--- src/rtl/wb_reg_bank.sv ---
// wb_reg_bank: Wishbone classic single-beat slave with a 256-byte register window.
//   CFG_i  (0x00+4i) RW config words driven onto conf_out, with a one-cycle conf_udp pulse per write
//   STAT_i (0x40+4i) RO status words sampled from conf_in
//   CNT 0x80, CMP 0x84, CTRL 0x88 {prescale[15:8], ie[1], en[0]}, IRQ 0x8C (bit0 match, W1C)
// Ports:
//   wb_clk_i / wb_rst_i      clock, synchronous active-high reset
//   wb_cyc_i, wb_stb_i, wb_we_i, wb_sel_i, wb_dat_i, wb_adr_i   bus request
//   wb_ack_o, wb_stall_o, wb_dat_o                              bus response
//   conf_in / conf_out / conf_udp   per-channel status in, config out, update strobes
//   irq_o                    level interrupt = IRQ.match & CTRL.ie, registered
module wb_reg_bank #(
    parameter logic [31:0] BASE_ADDRESS       = 32'h3000_0000,
    parameter int          NUM_CHANNELS       = 4,
    parameter logic [7:0]  CNT_RESET_PRESCALE = 8'd0
) (
    input  logic                         wb_clk_i,
    input  logic                         wb_rst_i,
    input  logic                         wb_stb_i,
    input  logic                         wb_cyc_i,
    input  logic                         wb_we_i,
    input  logic [3:0]                   wb_sel_i,
    input  logic [31:0]                  wb_dat_i,
    input  logic [31:0]                  wb_adr_i,
    output logic                         wb_ack_o,
    output logic                         wb_stall_o,
    output logic [31:0]                  wb_dat_o,
    input  logic [32*NUM_CHANNELS-1:0]   conf_in,
    output logic [32*NUM_CHANNELS-1:0]   conf_out,
    output logic [NUM_CHANNELS-1:0]      conf_udp,
    output logic                         irq_o
);

    localparam logic [4:0] L_NCH = 5'(NUM_CHANNELS);

    // Byte-lane merge: lane n of the result comes from wr when sel[n] is set.
    function automatic logic [31:0] f_merge(input logic [31:0] old_v,
                                            input logic [31:0] wr_v,
                                            input logic [3:0]  sel);
        logic [31:0] res;
        res = old_v;
        for (int n = 0; n < 4; n++) begin
            if (sel[n]) begin
                res[8*n +: 8] = wr_v[8*n +: 8];
            end else begin
                res[8*n +: 8] = old_v[8*n +: 8];
            end
        end
        return res;
    endfunction

    logic                        r_ack;
    logic [31:0]                 r_dat;
    logic [32*NUM_CHANNELS-1:0]  r_cfg;
    logic [NUM_CHANNELS-1:0]     r_udp;
    logic [31:0]                 r_cnt;
    logic [31:0]                 r_cmp;
    logic [7:0]                  r_presc;
    logic [7:0]                  r_prescale;
    logic                        r_en;
    logic                        r_ie;
    logic                        r_match;
    logic                        r_irq;

    logic        w_hit;
    logic        w_acc;
    logic        w_wr;
    logic        w_rd;
    logic [5:0]  w_word;
    logic [3:0]  w_chan;
    logic        w_cfg_wr;
    logic        w_cnt_wr;
    logic        w_cmp_wr;
    logic        w_ctrl_wr;
    logic        w_irq_clr;
    logic        w_tick;
    logic [31:0] w_cnt_inc;
    logic        w_match_set;
    logic [31:0] w_rdata;
    logic [31:0] w_cfg_arr  [16];
    logic [31:0] w_stat_arr [16];
    logic        w_unused;

    // The ~r_ack term keeps a strobe held across the ack cycle from being accepted twice.
    assign w_hit     = wb_cyc_i & wb_stb_i & (wb_adr_i[31:8] == BASE_ADDRESS[31:8]);
    assign w_acc     = w_hit & ~r_ack;
    assign w_wr      = w_acc & wb_we_i;
    assign w_rd      = w_acc & ~wb_we_i;
    assign w_word    = wb_adr_i[7:2];
    assign w_chan    = w_word[3:0];
    assign w_unused  = &{1'b0, wb_adr_i[1:0]};

    assign w_cfg_wr  = w_wr & (w_word[5:4] == 2'b00) & ({1'b0, w_chan} < L_NCH);
    assign w_cnt_wr  = w_wr & (w_word == 6'h20);
    assign w_cmp_wr  = w_wr & (w_word == 6'h21);
    assign w_ctrl_wr = w_wr & (w_word == 6'h22);
    assign w_irq_clr = w_wr & (w_word == 6'h23) & wb_sel_i[0] & wb_dat_i[0];

    // A prescaler that ended up above a freshly lowered prescale wraps at once instead of running to 255.
    assign w_tick      = r_en & (r_presc >= r_prescale);
    assign w_cnt_inc   = r_cnt + 32'd1;
    // Only a timer increment can raise match; a bus write to CNT in the same cycle cancels the increment.
    assign w_match_set = w_tick & ~w_cnt_wr & (w_cnt_inc == r_cmp);

    // Channels beyond NUM_CHANNELS read as zero, so the mux can index all 16 slots safely.
    for (genvar g = 0; g < 16; g++) begin : g_chan
        if (g < NUM_CHANNELS) begin : g_live
            assign w_cfg_arr[g]  = r_cfg[32*g +: 32];
            assign w_stat_arr[g] = conf_in[32*g +: 32];
        end else begin : g_hole
            assign w_cfg_arr[g]  = 32'd0;
            assign w_stat_arr[g] = 32'd0;
        end
    end

    // Read data mux over the register window; holes return zero.
    always_comb begin
        w_rdata = 32'd0;
        case (w_word[5:4])
            2'b00: w_rdata = w_cfg_arr[w_chan];
            2'b01: w_rdata = w_stat_arr[w_chan];
            2'b10: begin
                case (w_chan)
                    4'h0:    w_rdata = r_cnt;
                    4'h1:    w_rdata = r_cmp;
                    4'h2:    w_rdata = {16'd0, r_prescale, 6'd0, r_ie, r_en};
                    4'h3:    w_rdata = {31'd0, r_match};
                    default: w_rdata = 32'd0;
                endcase
            end
            default: w_rdata = 32'd0;
        endcase
    end

    // Bus handshake, read data capture and config registers with their update strobes.
    always_ff @(posedge wb_clk_i) begin
        if (wb_rst_i) begin
            r_ack <= 1'b0;
            r_dat <= 32'd0;
            r_cfg <= '0;
            r_udp <= '0;
        end else begin
            r_ack <= w_hit & ~r_ack;
            if (w_rd) begin
                r_dat <= w_rdata;
            end
            r_udp <= '0;
            for (int i = 0; i < NUM_CHANNELS; i++) begin
                if (w_cfg_wr && (w_chan == 4'(i))) begin
                    r_cfg[32*i +: 32] <= f_merge(r_cfg[32*i +: 32], wb_dat_i, wb_sel_i);
                    r_udp[i]          <= 1'b1;
                end
            end
        end
    end

    // Timer: prescaler, counter, compare and control registers.
    always_ff @(posedge wb_clk_i) begin
        if (wb_rst_i) begin
            r_cnt      <= 32'd0;
            r_cmp      <= 32'hFFFF_FFFF;
            r_presc    <= 8'd0;
            r_prescale <= CNT_RESET_PRESCALE;
            r_en       <= 1'b0;
            r_ie       <= 1'b0;
        end else begin
            if (w_cnt_wr) begin
                r_cnt   <= f_merge(r_cnt, wb_dat_i, wb_sel_i);
                r_presc <= 8'd0;
            end else if (w_tick) begin
                r_cnt   <= w_cnt_inc;
                r_presc <= 8'd0;
            end else if (r_en) begin
                r_presc <= r_presc + 8'd1;
            end else begin
                r_presc <= 8'd0;
            end
            if (w_cmp_wr) begin
                r_cmp <= f_merge(r_cmp, wb_dat_i, wb_sel_i);
            end
            if (w_ctrl_wr) begin
                if (wb_sel_i[0]) begin
                    r_en <= wb_dat_i[0];
                    r_ie <= wb_dat_i[1];
                end
                if (wb_sel_i[1]) begin
                    r_prescale <= wb_dat_i[15:8];
                end
            end
        end
    end

    // Match flag (set beats W1C) and the registered interrupt level.
    always_ff @(posedge wb_clk_i) begin
        if (wb_rst_i) begin
            r_match <= 1'b0;
            r_irq   <= 1'b0;
        end else begin
            if (w_match_set) begin
                r_match <= 1'b1;
            end else if (w_irq_clr) begin
                r_match <= 1'b0;
            end
            r_irq <= r_match & r_ie;
        end
    end

    assign wb_ack_o   = r_ack;
    assign wb_stall_o = 1'b0;
    assign wb_dat_o   = r_dat;
    assign conf_out   = r_cfg;
    assign conf_udp   = r_udp;
    assign irq_o      = r_irq;

endmodule

--- config.mk ---
export PLATFORM = sky130hd
export DESIGN_NAME = wb_reg_bank
export DESIGN_NICKNAME = d
export VERILOG_FILES = /design/src/rtl/wb_reg_bank.sv
export SDC_FILE = /design/constraint.sdc
export NUM_CORES = 1
export LEC_CHECK = 0
export ABC_AREA = 1
export CORE_AREA = 2 2 160 162
export CTS_BUF_LIST = sky130_fd_sc_hd__clkbuf_8
export CTS_CLUSTER_SIZE = 20
export DETAILED_ROUTE_END_ITERATION = 10
export DIE_AREA = 0 0 162 164
export PLACE_DENSITY = 0.95
export SLEW_MARGIN = 20
export SYNTH_ARGS = -nofsm -noshare
export SYNTH_HDL_FRONTEND = slang
export SYNTH_SLANG_ARGS = --single-unit
--- constraint.sdc ---
create_clock -name wb_clk_i -period 4.4 [get_ports wb_clk_i]
set_input_delay 1.32 -clock wb_clk_i [delete_from_list [all_inputs] [get_ports wb_clk_i]]
set_output_delay 1.32 -clock wb_clk_i [all_outputs]
set_load 0.01 [all_outputs]
==> impl_metrics.xml <==
<?xml version="1.0" encoding="UTF-8"?>
<metrics>
  <group name="yosys">
    <metric name="yosys_warnings" unit="">0</metric>
    <metric name="combinational_family_with_the_most_area_after_synthesis" unit="">compound AO/OA/AOI/OAI gates</metric>
    <metric name="sequential_element_share_of_the_synthesized_area" unit="%">37.9</metric>
    <metric name="yosysUniqueCellTypes" unit="">40</metric>
    <metric name="synth_top_cells_by_area" unit="">dfxtp_1, nand2_1, a21oi_1, o21ai_0, nor2_1</metric>
    <metric name="mapped_avg_cell_area" unit="um2">6.67</metric>
    <metric name="yosys.area_share.simple" unit="%">25.9</metric>
    <metric name="syn_area" unit="um2">13200</metric>
    <metric name="synth.largest_area_cell" unit="">dfxtp_1</metric>
    <metric name="muxShareOfSynthArea" unit="%">0</metric>
    <metric name="post-synth-top-area-fraction" unit="%">37.9</metric>
    <metric name="asyncSetResetFlopFracSynth" unit="%">0</metric>
    <metric name="netlist_instances" unit="">1972</metric>
    <metric name="synthesis.nets" unit="">2183</metric>
    <metric name="compound_gate_fraction_of_synth_area" unit="%">26.8</metric>
    <metric name="synth_xor_area_share" unit="%">0.438</metric>
    <metric name="postSynthRegisterBits" unit="">249</metric>
    <metric name="synth_adder_area_share" unit="%">0.951</metric>
    <metric name="yosys_most_used_dff" unit="">dfxtp_1</metric>
    <metric name="synth-edff-count" unit="">0</metric>
  </group>
  <group name="route">
    <metric name="drt_drc_violations_left" unit="">0</metric>
    <metric name="route.final.wire_length" unit="mm">56.5</metric>
    <metric name="number_of_nets_still_failing_antenna_checks_after_routing" unit="">0</metric>
    <metric name="vias_per_cell" unit="">6.14</metric>
    <metric name="vias" unit="">16400</metric>
    <metric name="routedWlPerCell" unit="um">21.1</metric>
    <metric name="drt_pre_antenna_iters" unit="">7</metric>
    <metric name="drt_iter0_drc" unit="">2217</metric>
  </group>
  <group name="floorplanning">
    <metric name="floorplan.die_area" unit="um2">26600</metric>
    <metric name="die_w" unit="um">162</metric>
    <metric name="initial_core_util" unit="%">53.0</metric>
    <metric name="placeableCoreArea" unit="um2">24800</metric>
    <metric name="boundaryPins" unit="">368</metric>
    <metric name="die_y" unit="um">164</metric>
    <metric name="rows" unit="">58</metric>
  </group>
  <group name="global_routing">
    <metric name="initial_antenna_violation_count" unit="">2</metric>
    <metric name="grt_use_met1" unit="%">51.7</metric>
    <metric name="met2_use_gr" unit="%">64.8</metric>
    <metric name="first_global_vias" unit="">15500</metric>
    <metric name="grt_start_max_net_pins" unit="">82</metric>
    <metric name="grt_first_pass_wirelength" unit="mm">85.2</metric>
    <metric name="grt-busiest-layer" unit="">met2</metric>
    <metric name="overflow" unit="">0</metric>
    <metric name="grt_util_met3" unit="%">10.6</metric>
    <metric name="grt_usage" unit="%">40.9</metric>
  </group>
  <group name="worst_setup_path">
    <metric name="timing.critical_path.to_type" unit="">flip-flop</metric>
    <metric name="r2r-start" unit="">r_cnt[0]$_SDFFE_PP0P_</metric>
    <metric name="critical_path_class" unit="">in -&gt; reg</metric>
    <metric name="reg2regPathDepth" unit="">15</metric>
    <metric name="worst_path_required" unit="ps">4840</metric>
    <metric name="worst_setup_path_startpoint" unit="">wb_adr_i[2]</metric>
    <metric name="worst_flop_to_flop_path_endpoint" unit="">r_match$_SDFFE_PP0P_</metric>
    <metric name="critical_path.cell_chain" unit="">clkdlybuf4s50_1 -&gt; inv_1 -&gt; nand2_1 -&gt; inv_2 -&gt; buf_12 -&gt; nand2_1 -&gt; a31oi_1 -&gt; a21oi_1 -&gt; a21oi_1 -&gt; a21oi_1 -&gt; nor2_1</metric>
    <metric name="path_max_fanout" unit="">64</metric>
    <metric name="critPathMostFrequentCell" unit="">a21oi_1</metric>
    <metric name="setup.worst_path.end" unit="">wb_dat_o[28]$_SDFFE_PP0P_</metric>
    <metric name="timing.critical_path.slowest_cell_delay" unit="ps">550</metric>
    <metric name="r2r_setup_slack" unit="ps">1650</metric>
    <metric name="crit_slowest_cell" unit="">clkdlybuf4s50_1</metric>
    <metric name="critPathLaunchType" unit="">input port</metric>
    <metric name="timing.critical_path.arrival" unit="ps">3790</metric>
  </group>
  <group name="flow_run">
    <metric name="max-cap-violations" unit="">0</metric>
  </group>
  <group name="sta">
    <metric name="rsz0062_at_grt" unit="">false</metric>
    <metric name="finalMaxSlewViolations" unit="">0</metric>
    <metric name="fin_setup_tns" unit="ps">0</metric>
    <metric name="count_of_endpoints_failing_setup_in_the_final_report" unit="">0</metric>
    <metric name="max-slew-margin-rel" unit="%">44.1</metric>
    <metric name="timing.fmax" unit="MHz">298</metric>
    <metric name="fin_crit_sh" unit="%">76.3</metric>
    <metric name="fin_worst_skew" unit="ps">27.6</metric>
    <metric name="timing_hold_violations_final" unit="">0</metric>
    <metric name="worst_hold_slack" unit="ps">465</metric>
    <metric name="final.min_clock_period" unit="ps">3360</metric>
    <metric name="worst_pin_slew" unit="ps">834</metric>
  </group>
  <group name="power">
    <metric name="max_ir_drop_vdd" unit="mV">0.202</metric>
    <metric name="power.density" unit="nW/um2">275</metric>
    <metric name="static-leakage-power" unit="uW">0.00748</metric>
    <metric name="overall_power_after_layout" unit="uW">4950</metric>
  </group>
  <group name="layout">
    <metric name="number_of_nets_in_the_layout" unit="">2522</metric>
    <metric name="n_fill_cell" unit="">1978</metric>
    <metric name="finalInstanceArea" unit="um2">18000</metric>
    <metric name="multi_input_logic_area" unit="um2">7140</metric>
    <metric name="antenna_cells_inserted" unit="">0</metric>
    <metric name="layout-area-overhead-vs-synth" unit="%">36.6</metric>
    <metric name="layout.area.seq" unit="um2">4980</metric>
    <metric name="drive_gt1_share" unit="%">5.51</metric>
  </group>
  <group name="placed_design">
    <metric name="gp_congestion" unit="">1.03</metric>
    <metric name="portBuffers" unit="">364</metric>
    <metric name="dp_hpwl" unit="mm">40.6</metric>
    <metric name="detailed_place.area" unit="um2">17100</metric>
  </group>
  <group name="cts">
    <metric name="clk_pin_slew_worst_paths" unit="ps">70</metric>
    <metric name="numClockSinks" unit="">249</metric>
    <metric name="htree_levels" unit="">2</metric>
    <metric name="tritoncts" unit="">built</metric>
    <metric name="clock_tree.buffer_depth" unit="">3</metric>
    <metric name="postCtsSetupBuffers" unit="">0</metric>
    <metric name="postcts_resize_cnt" unit="">0</metric>
    <metric name="clock_tree_root_buffer_cell" unit="">clkbuf_8</metric>
    <metric name="clock_latency" unit="ps">560</metric>
    <metric name="cts_inserted_buffers" unit="">42</metric>
    <metric name="holdBufCountCts" unit="">0</metric>
  </group>
  <group name="min_path">
    <metric name="hold_crit_path_type" unit="">reg -&gt; reg</metric>
    <metric name="worst_hold_path_cell_count" unit="">1</metric>
  </group>
  <group name="run_status">
    <metric name="run_status" unit="">finished clean</metric>
  </group>
</metrics>
==> synth_stat cells (4+ instances only) <==
master / number
a21oi_1: 222
a31oi_1: 22
nand3_1: 114
dfxtp_1: 249
nor3_1: 9
o22ai_1: 28
clkbuf_1: 70
nand2_1: 437
o21ai_1: 5
a22oi_1: 102
o211ai_1: 31
buf_2: 17
buf_4: 13
buf_1: 6
nor2_4: 4
inv_1: 152
ha_1: 10
nor2_1: 230
o21ai_0: 204
nand4_1: 14
==> registers in the layout, summed over array words and instances, names as in the netlist, 4 cells and up <==
name,cells
wb_dat_o,32
r_presc,8
conf_out,128
r_cmp,32
r_prescale,8
conf_udp,4
r_cnt,32
==> critical path, delay by kind of cell <==
kind,cells,cell delay (ps)
compound gates,4,840
buf+inv,4,970
simple gates,3,550
==> placed cells by master, fill, tap and decap left out, types with 4 or more instances in the layout <==
cell / instances
a21oi_1: 222
dfxtp_1: 249
nand3_1: 114
buf_4: 35
nor3_1: 9
inv_1: 162
clkdlybuf4s50_1: 363
nor2_2: 4
nor2_4: 6
inv_2: 4
o211ai_1: 31
clkinv_2: 4
nand2_1: 437
nand4_1: 14
clkbuf_8: 55
o21ai_0: 204
o21ai_1: 5
ha_1: 10
nor2_1: 227
a22oi_1: 102
a31oi_1: 22
o22ai_1: 28
==> per-stage QoR <==
step	util [%]	setup slack (ps)	cells
floorplan	-	1620	1972
global placement	68.8	678	2597
detailed placement	68.8	581	2597
CTS	72.4	1160	2672
global route	72.4	888	2672
finish	72.4	1040	2672
==> metal layers <==
layer / up-vias / part of all wire [%]
met5: - / 0.014
met4: 2 / 5.8
met3: 267 / 13
met2: 1236 / 45
met1: 7518 / 37
li1: 7373 / -
==> power by group <==
| group | leakage [uW] | switching (uW) | internal, uW |
|---|---|---|---|
| Combinational | 0.00497 | 262 | 214 |
| Sequential | 0.00201 | 0.000000588 | 2250 |
| Clock | 0.000509 | 986 | 1230 |
==> area by class of cell <==
cell class / instances / area share [%]
timing repair buffer: 402 / 22.0
inverter: 154 / 3.23
clock buffer: 55 / 4.21
multi-input combinational: 1462 / 39.7
clock inverter: 20 / 0.759
sequential: 249 / 27.7
tap: 330 / 2.30
==> worst min-delay path by stage <==
stage,end,slack (ps),start
after floorplan,irq_o$_SDFF_PP0_,420,r_match$_SDFFE_PP0P_
after global placement,r_presc[0]$_SDFF_PP0_,450,r_presc[0]$_SDFF_PP0_
after detailed placement,r_presc[0]$_SDFF_PP0_,450,r_presc[0]$_SDFF_PP0_
after CTS,r_presc[0]$_SDFF_PP0_,470,r_presc[0]$_SDFF_PP0_
after global routing,r_presc[0]$_SDFF_PP0_,490,r_presc[0]$_SDFF_PP0_
final,r_presc[0]$_SDFF_PP0_,460,r_presc[0]$_SDFF_PP0_
==> logic make-up after synthesis <==
| group | Yosys count |
|---|---|
| xor+xnor | 5 |
| fa+ha+maj | 10 |
| simple gates | 825 |
| compound gates | 621 |
| buf+inv | 261 |
| other cells | 1 |
| flops | 249 |
(Power assumes the default switching activity.)
